<file path="config.mk">
export PLATFORM = sky130hd
export DESIGN_NAME = prim_alert_receiver
export DESIGN_NICKNAME = d
export VERILOG_FILES = /design/src/rtl/prim_alert_receiver.sv
export SDC_FILE = /design/constraint.sdc
export NUM_CORES = 1
export LEC_CHECK = 0
export ABC_AREA = 1
export BUFFER_PORTS_ARGS = -buffer_cell sky130_fd_sc_hd__buf_2
export CAP_MARGIN = 20
export CORE_AREA = 2 2 39 41
export DETAILED_ROUTE_END_ITERATION = 8
export DIE_AREA = 0 0 41 43
export MAX_ROUTING_LAYER = met4
export PLACE_DENSITY = 0.71
export SYNTH_ARGS = -nofsm -noshare
export SYNTH_HDL_FRONTEND = slang
export SYNTH_SLANG_ARGS = --single-unit
export TNS_END_PERCENT = 1
</file>
<file path="constraint.sdc">
create_clock -name clk_i -period 1 [get_ports clk_i]
set_input_delay 0.1 -clock clk_i [delete_from_list [all_inputs] [get_ports clk_i]]
set_output_delay 0.1 -clock clk_i [all_outputs]
set_load 0.02 [all_outputs]
</file>
<file path="src/rtl/prim_alert_receiver.sv">
// rtl/prim_alert_receiver.sv - receiving end of the differential alert protocol
//
// Decodes {alert_p, alert_n} from one alert sender, completes the four-phase
// handshake on {ack_p, ack_n}, issues in-band pings on {ping_p, ping_n} and
// reports alert / ping answer / signal-integrity failure as registered pulses.
//
// Ports:
//   clk_i         clock
//   rst_ni        asynchronous active-low reset
//   ping_req_i    ping request, honoured only when no ping is pending
//   init_trig_i   force both rx pairs equal to request an in-band reset
//   alert_tx_i    {alert_p, alert_n} from the sender
//   alert_rx_o    {ping_p, ping_n, ack_p, ack_n} to the sender
//   alert_o       one-cycle pulse: alert received
//   ping_ok_o     one-cycle pulse: pending ping answered
//   integ_fail_o  high each cycle a signal-integrity error is seen
module prim_alert_receiver #(
  parameter bit AsyncOn = 1'b0
) (
  input  logic       clk_i,
  input  logic       rst_ni,
  input  logic       ping_req_i,
  input  logic       init_trig_i,
  input  logic [1:0] alert_tx_i,
  output logic [3:0] alert_rx_o,
  output logic       alert_o,
  output logic       ping_ok_o,
  output logic       integ_fail_o
);

  typedef enum logic [1:0] {
    Idle      = 2'b00,
    HsAckWait = 2'b01,
    Pause0    = 2'b10,
    Pause1    = 2'b11
  } state_e;

  logic   alert_p, alert_n;
  logic   eq, sigint, level;
  logic   eq_d, eq_q, level_d, level_q;
  state_e state_d, state_q;
  logic   ack_d, ack_n_d, ack_q, ack_n_q;
  logic   ping_p_d, ping_n_d, ping_p_q, ping_n_q;
  logic   ping_pend_d, ping_pend_q;
  logic   alert_d, alert_q, ping_ok_d, ping_ok_q, integ_fail_d, integ_fail_q;

  // Optional two-flop synchronizer; idle value of the pair is p=0 / n=1.
  if (AsyncOn) begin : g_sync
    logic [1:0] sync1_d, sync1_q, sync2_d, sync2_q;
    always_comb begin
      sync1_d = alert_tx_i;
      sync2_d = sync1_q;
    end
    always_ff @(posedge clk_i or negedge rst_ni) begin
      if (!rst_ni) begin
        sync1_q <= 2'b01;
        sync2_q <= 2'b01;
      end else begin
        sync1_q <= sync1_d;
        sync2_q <= sync2_d;
      end
    end
    assign alert_p = sync2_q[1];
    assign alert_n = sync2_q[0];
  end else begin : g_nosync
    assign alert_p = alert_tx_i[1];
    assign alert_n = alert_tx_i[0];
  end

  // Decode. Across a clock boundary the two wires may land one cycle apart,
  // so a lone equal cycle is treated as skew: the level is held and only a
  // second consecutive equal cycle counts as an integrity failure.
  always_comb begin
    eq = (alert_p == alert_n);
    if (AsyncOn) begin
      sigint = eq & eq_q;
      level  = eq ? level_q : alert_p;
    end else begin
      sigint = eq;
      level  = alert_p;
    end
    eq_d    = eq;
    level_d = level;
  end

  // Next-state logic; integrity failures and init requests park the FSM.
  always_comb begin
    state_d = state_q;
    if (init_trig_i || sigint) begin
      state_d = Idle;
    end else begin
      case (state_q)
        Idle:      if (level)  state_d = HsAckWait;
        HsAckWait: if (!level) state_d = Pause0;
        Pause0:    state_d = Pause1;
        Pause1:    state_d = Idle;
        default:   state_d = Idle;
      endcase
    end
  end

  // Output and ping bookkeeping.
  always_comb begin
    ack_d        = 1'b0;
    alert_d      = 1'b0;
    ping_ok_d    = 1'b0;
    integ_fail_d = 1'b0;
    ping_p_d     = ping_p_q;
    ping_pend_d  = ping_pend_q;

    if (ping_req_i && !ping_pend_q) begin
      ping_p_d    = ~ping_p_q;
      ping_pend_d = 1'b1;
    end

    if (init_trig_i) begin
      ping_p_d    = 1'b0;
      ping_pend_d = 1'b0;
    end else if (sigint) begin
      // Pending ping survives so it can still be answered after recovery.
      integ_fail_d = 1'b1;
    end else begin
      case (state_q)
        Idle: begin
          if (level) begin
            ack_d = 1'b1;
            if (ping_pend_q) begin
              ping_ok_d   = 1'b1;
              ping_pend_d = 1'b0;
            end else begin
              alert_d = 1'b1;
            end
          end
        end
        HsAckWait: ack_d = level;
        default:   ack_d = 1'b0;
      endcase
    end

    // During init both pairs are driven equal (0/0) so the sender sees sigint.
    ping_n_d = init_trig_i ? 1'b0 : ~ping_p_d;
    ack_n_d  = init_trig_i ? 1'b0 : ~ack_d;
  end

  always_ff @(posedge clk_i or negedge rst_ni) begin
    if (!rst_ni) begin
      state_q      <= Idle;
      eq_q         <= 1'b0;
      level_q      <= 1'b0;
      ack_q        <= 1'b0;
      ack_n_q      <= 1'b1;
      ping_p_q     <= 1'b0;
      ping_n_q     <= 1'b1;
      ping_pend_q  <= 1'b0;
      alert_q      <= 1'b0;
      ping_ok_q    <= 1'b0;
      integ_fail_q <= 1'b0;
    end else begin
      state_q      <= state_d;
      eq_q         <= eq_d;
      level_q      <= level_d;
      ack_q        <= ack_d;
      ack_n_q      <= ack_n_d;
      ping_p_q     <= ping_p_d;
      ping_n_q     <= ping_n_d;
      ping_pend_q  <= ping_pend_d;
      alert_q      <= alert_d;
      ping_ok_q    <= ping_ok_d;
      integ_fail_q <= integ_fail_d;
    end
  end

  assign alert_rx_o   = {ping_p_q, ping_n_q, ack_q, ack_n_q};
  assign alert_o      = alert_q;
  assign ping_ok_o    = ping_ok_q;
  assign integ_fail_o = integ_fail_q;

endmodule

</file>
==> results of run 1 <==
## Yosys cell counts (all sizes together)
master   n
nand2   13
inv      9
dfrtp    8
nor2     7
nand3    5
a21oi    4
buf      4
ha       4
dfstp    2
and2     1
nand3b   1
nand4    1
## cells by family after synthesis
family | count (synthesis) | synth area share (%)
fa+ha+maj | 4 | 9.88
compound gates | 4 | 3.95
buf+inv | 13 | 12.6
simple gates | 28 | 23.7
flops | 10 | 49.9
## power breakdown
group / total, uW / internal, uW / switching (uW)
combinational: 204 / 84.5 / 119
clock: 271 / 139 / 132
sequential: 443 / 432 / 10.4
## state kept, by name, summed over array words and instances, names as in the netlist
register      flops
alert_o           1
ping_ok_o         1
ping_n_q          1
ping_pend_q       1
integ_fail_o      1
state_q           2
ping_p_q          1
ack_q             1
ack_n_q           1
## worst max-delay path, cell delays in order, from the launching register on
cell	delay, ns
dfrtp_1	0.40
inv_2	0.14
ha_4	0.17
inv_4	0.05
nand2_4	0.06
nand3_2	0.08
a21oi_2	0.13
## cell usage in the layout (no fill, tap or decap)
master         count
buf_4              3
nor2_1             7
nand2_2            1
a21oi_2            3
inv_2              4
inv_1              4
clkbuf_4           3
dfrtp_1            8
nand3b_1           1
dfstp_2            2
and2_1             1
buf_2             10
a21oi_1            1
inv_4              1
nand3_2            3
buf_6              3
nand4_1            1
nand2_4            1
ha_4               4
nand3_1            2
dlygate4sd3_1      1
nand2_1           11
## worst paths after layout
check / start / slack (ns) / cells after the start / endpoint
worst max-delay path: state_q[1] / -0.09 / 6 / state_q[1]
worst min-delay path: init_trig_i / 0.02 / 2 / ping_n_q
worst max register to register: state_q[1] / -0.09 / 6 / state_q[1]
worst min register to register: ping_p_q / 0.52 / 3 / ping_n_q
max in group asynchronous: rst_ni / 0.51 / 2 / ack_n_q
min in group asynchronous: rst_ni / 0.23 / 2 / ping_pend_q
## per-stage QoR
stage / cell area (um2) / util, % / hold WS, ns / setup TNS (ns) / total power, uW
6_report: 724 / 52.4 / 0.0169 / -0.257 / 918
5_1_grt: 724 / 52.4 / 0.0242 / -0.682 / 965
4_1_cts: 649 / 46.9 / 0.0129 / -0.334 / 890
3_5_place_dp: 561 / 40.5 / -0.0310 / -0.273 / 592
3_3_place_gp: 561 / 40.5 / -0.0360 / -0.105 / 586
2_1_floorplan: 510 / - / -0.196 / 0 / 553
## timing repair
| item | CTS | global route |
|---|---|---|
| setup buffers | 2 | 2 |
| gates resized for setup | 10 | 15 |
| endpoints found under the setup margin | 7 | 9 |
| pin swaps | 2 | 10 |
| hold buffers | 1 | 0 |
| endpoints found under the hold margin | 10 | 0 |
## layout make-up
cell class / count / area [um2]
clock buffers: 3 / 22.5
fillers: 125 / 659
inverters: 9 / 36.3
multi-input cells: 36 / 277
flip-flops and latches: 10 / 253
well taps: 16 / 20.0
repair buffers: 17 / 116
## layer usage
layer  vias to the layer above  share of wire (%)
li1                        212                  -
met1                       202                 38
met2                        19                 54
met3                         5                5.9
met4                         0                1.9
met5                         -                  0
==> out/metrics.csv, run 1 <==
metric;value;unit
Post-Syn Instances;59;
DR vias;438;
critical path startpoint category;flop;
Worst Setup Slack post-DPL;-0.105;ns
Worst-Margin Slew;0.229;ns
# Max-Cap Violations;0;
DIE AREA;1760;um2
1st-pass router iterations;4;
Post-Syn Nets;69;
CTS buffer count;3;
htree depth;1;
# clock sinks;10;
failing checks;setup timing;
Top Ports;13;
WL/cell;12.1;um
vias per cell;4.81;
number of cell rows;14;
M2 GR Usage;21.3;%
Setup crit end kind;flop;
GR Util met1;15.8;%
FF+latch count, synth;10;
hold crit path type;primary input to flop;
Final Critical Period;1.09;ns
gr busiest metal;met2;
cell taking the most area after synthesis;dfrtp_1;
PD cells;1270;nW/um2
worst ir drop on vdd;662;uV
area grow syn2layout;43.0;%
Initial Util;36.6;%
Clock Latency Late Sink;0.26;ns
final cell count without fillers;91;
final antenna-violating net count;0;
Root Buffer Master;clkbuf_4;
pin count of the biggest net entering global routing;11;
sequential area share after synthesis;49.9;%
Final GP Congestion;0.763;
hpwl dp;719;um
DIE HEIGHT;43;um
final-stage net count;87;
GR Util All Layers;13.9;%
# port buffers;12;
syn avg cell area;8.59;um2
Max Clk Rate;919;MHz
clock buffer depth;2;
Cell Area, Synth;507;um2
fraction of layout instances using a drive strength above 1;50.7;%
Cell variety after synth;12;
fin crit share;109;%
Routed WL;1.10;mm
Worst Skew;0.00128;ns
top-area cell type share of the netlist area;39.5;%
status;finished with violations;
Chip Width;41;um
worst setup path class;flop to flop;
first-iteration detailed-routing DRC count;5;
global-route wire length before repair;1.56;mm
grt total ovfl;0;
Synth Warn #;0;
antenna violations before repair;0;
final-report hold violation count;0;
Max FO, Critical Path;3;
GR Util met3;3.14;%
# setup viols final;4;
placed insts;83;
Critical Path RT;1.20;ns
max-slew violations;0;
top cells by area, synth;dfrtp_1 (40%), dfstp_2 (10%), ha_1 (9.9%);
ANT cells;0;
clock transition at the registers of the reported paths;0.06;ns
CTS tree;yes;
Lkg Pwr;0.000364;uW
max_slew headroom;84.8;%
DRC Markers;0;
Arrival @ worst endpoint;1.29;ns
Core ar.;1380;um2
worst setup slack after layout;-0.0884;ns
RSZ-0062 raised after global routing;true;
vias in the first global route;396;
(Power assumes the default switching activity.)
==> run 2: changes to the inputs <==
==> constraint.sdc (replaced) <==
create_clock -name clk_i -period 1 [get_ports clk_i]
set_input_delay 0.25 -clock clk_i [delete_from_list [all_inputs] [get_ports clk_i]]
set_output_delay 0.25 -clock clk_i [all_outputs]
set_load 0.02 [all_outputs]
==> run 2 against run 1 <==
The flow still finishes with violations (setup timing). Combinational power decreased by 21%. Largest cell class is now registers. Worst hold slack improved by 0.15 ns. Clock power about the same. Die area unchanged.
==> out/metrics.csv, run 2 (same netlist as run 1, synthesis figures left out) <==
metric;value;unit
status;finished with violations;
failing checks;setup timing;
Max FO, Critical Path;1;
Setup crit end kind;primary output;
# port buffers;12;
Slowest cell on crit path;dfstp_2;
Core ar.;1380;um2
max_slew headroom;85.0;%
GR Util All Layers;13.2;%
ANT cells;0;
WL/cell;11.3;um
Final Critical Period;1.14;ns
Worst Skew;0.00179;ns
Clock Latency Late Sink;0.26;ns
area grow syn2layout;24.2;%
setup_tns;-0.804;ns
first-iteration detailed-routing DRC count;7;
grt total ovfl;0;
pin count of the biggest net entering global routing;11;
flop2flop setup slack;-0.13;ns
crit-path cells;buf_6;
delay-heaviest family, CP;flip-flops;
CP Depth;1;
critical path startpoint category;flop;
number of cell rows;14;
Lkg Pwr;0.000335;uW
final antenna-violating net count;0;
DR vias;415;
DIE HEIGHT;43;um
Worst-Margin Slew;0.225;ns
# Max-Cap Violations;0;
DIE AREA;1760;um2
placed insts;83;
fraction of layout instances using a drive strength above 1;31.9;%
Reg with most FFs;state_q;
worst setup path class;flop to primary output;
final cell count without fillers;88;
worst hold path cell count;2;
Final GP Congestion;0.763;
Root Buffer Master;clkbuf_4;
Critical Path RT;0.75;ns
clock transition at the registers of the reported paths;0.06;ns
Top Ports;13;
antenna violations before repair;0;
PD cells;1390;nW/um2
DRC Markers;0;
vias per cell;4.72;
# clock sinks;10;
# setup viols final;12;
worst setup slack after layout;-0.142;ns
Routed WL;995;um
final-report hold violation count;0;
max reg flops;2;
vias in the first global route;376;
worst r2r path cells;6;
final-stage net count;84;
global-route wire length before repair;1.48;mm
worst ir drop on vdd;664;uV
Initial Util;36.6;%
1st-pass router iterations;4;
Arrival @ worst endpoint;0.89;ns
hpwl dp;719;um
Bufs and invs on worst path;1;
clock buffer depth;2;
Fillers;139;
CTS tree;yes;
hold crit path type;primary input to flop;
fin crit share;114;%
most frequent cells in the layout;nand2_1 (13), buf_2 (10), dfrtp_1 (8), inv_1 (7), nor2_1 (7);
htree depth;1;
max-slew violations;0;
RSZ-0062 raised after global routing;true;
Chip Width;41;um
final core utilization;45.5;%
CTS buffer count;3;
Max Clk Rate;875;MHz
commonest non-fill, non-tap cell in the layout;nand2_1;
crit-path max cell delay;0.52;ns
[run 2: routing by layer]
| metal | wire (um) | vias to the layer above | part of all wire [%] | track usage [%] |
|---|---|---|---|---|
| li1 | - | 205 | - | - |
| met1 | 423 | 196 | 43 | 14.8 |
| met2 | 513 | 12 | 52 | 20.3 |
| met3 | 51 | 2 | 5.1 | 3.14 |
| met4 | 6 | 0 | 0.60 | 8.00 |
| met5 | 0 | - | 0 | - |
[run 2: per-stage QoR]
stage | power (uW) | hold WS, ns | cell area (um2) | worst slack (ns)
CTS | 882 | 0.163 | 618 | -0.154
detailed placement | 592 | 0.119 | 561 | -0.105
finish | 874 | 0.169 | 629 | -0.142
global placement | 586 | 0.114 | 561 | -0.0463
global route | 920 | 0.174 | 629 | -0.191
floorplan | 553 | -0.0456 | 510 | 0.00163
[run 2: what timing repair did]
action,in CTS,in global routing
resized for setup,6,1
hold buffers,1,0
buffers inserted,0,1
pin swaps,1,0
endpoints found under the setup margin,12,14
hold endpoints to repair,8,0
[run 2: final timing paths]
| kind | start | end |
|---|---|---|
| worst max-delay path | ping_n_q | alert_rx_o[2] |
| worst min-delay path | init_trig_i | ping_n_q |
| worst max register to register | state_q[1] | state_q[0] |
| worst min register to register | ping_p_q | ping_n_q |
| max in group asynchronous | rst_ni | ack_n_q |
| min in group asynchronous | rst_ni | ping_pend_q |
[run 2: cell type report]
class | count | area [um2] | area share [%]
clock buffer | 3 | 22.5 | 3.58
inverter | 9 | 33.8 | 5.37
multi-input combinational | 36 | 210 | 33.4
sequential | 10 | 253 | 40.2
tap | 16 | 20.0 | 3.18
timing repair buffer | 14 | 90.1 | 14.3
[run 2: report_power, final]
part / switching (uW) / internal [uW]
registers: 11.5 / 432
clock network: 131 / 139
logic: 98.6 / 62.0
total: 241 / 633
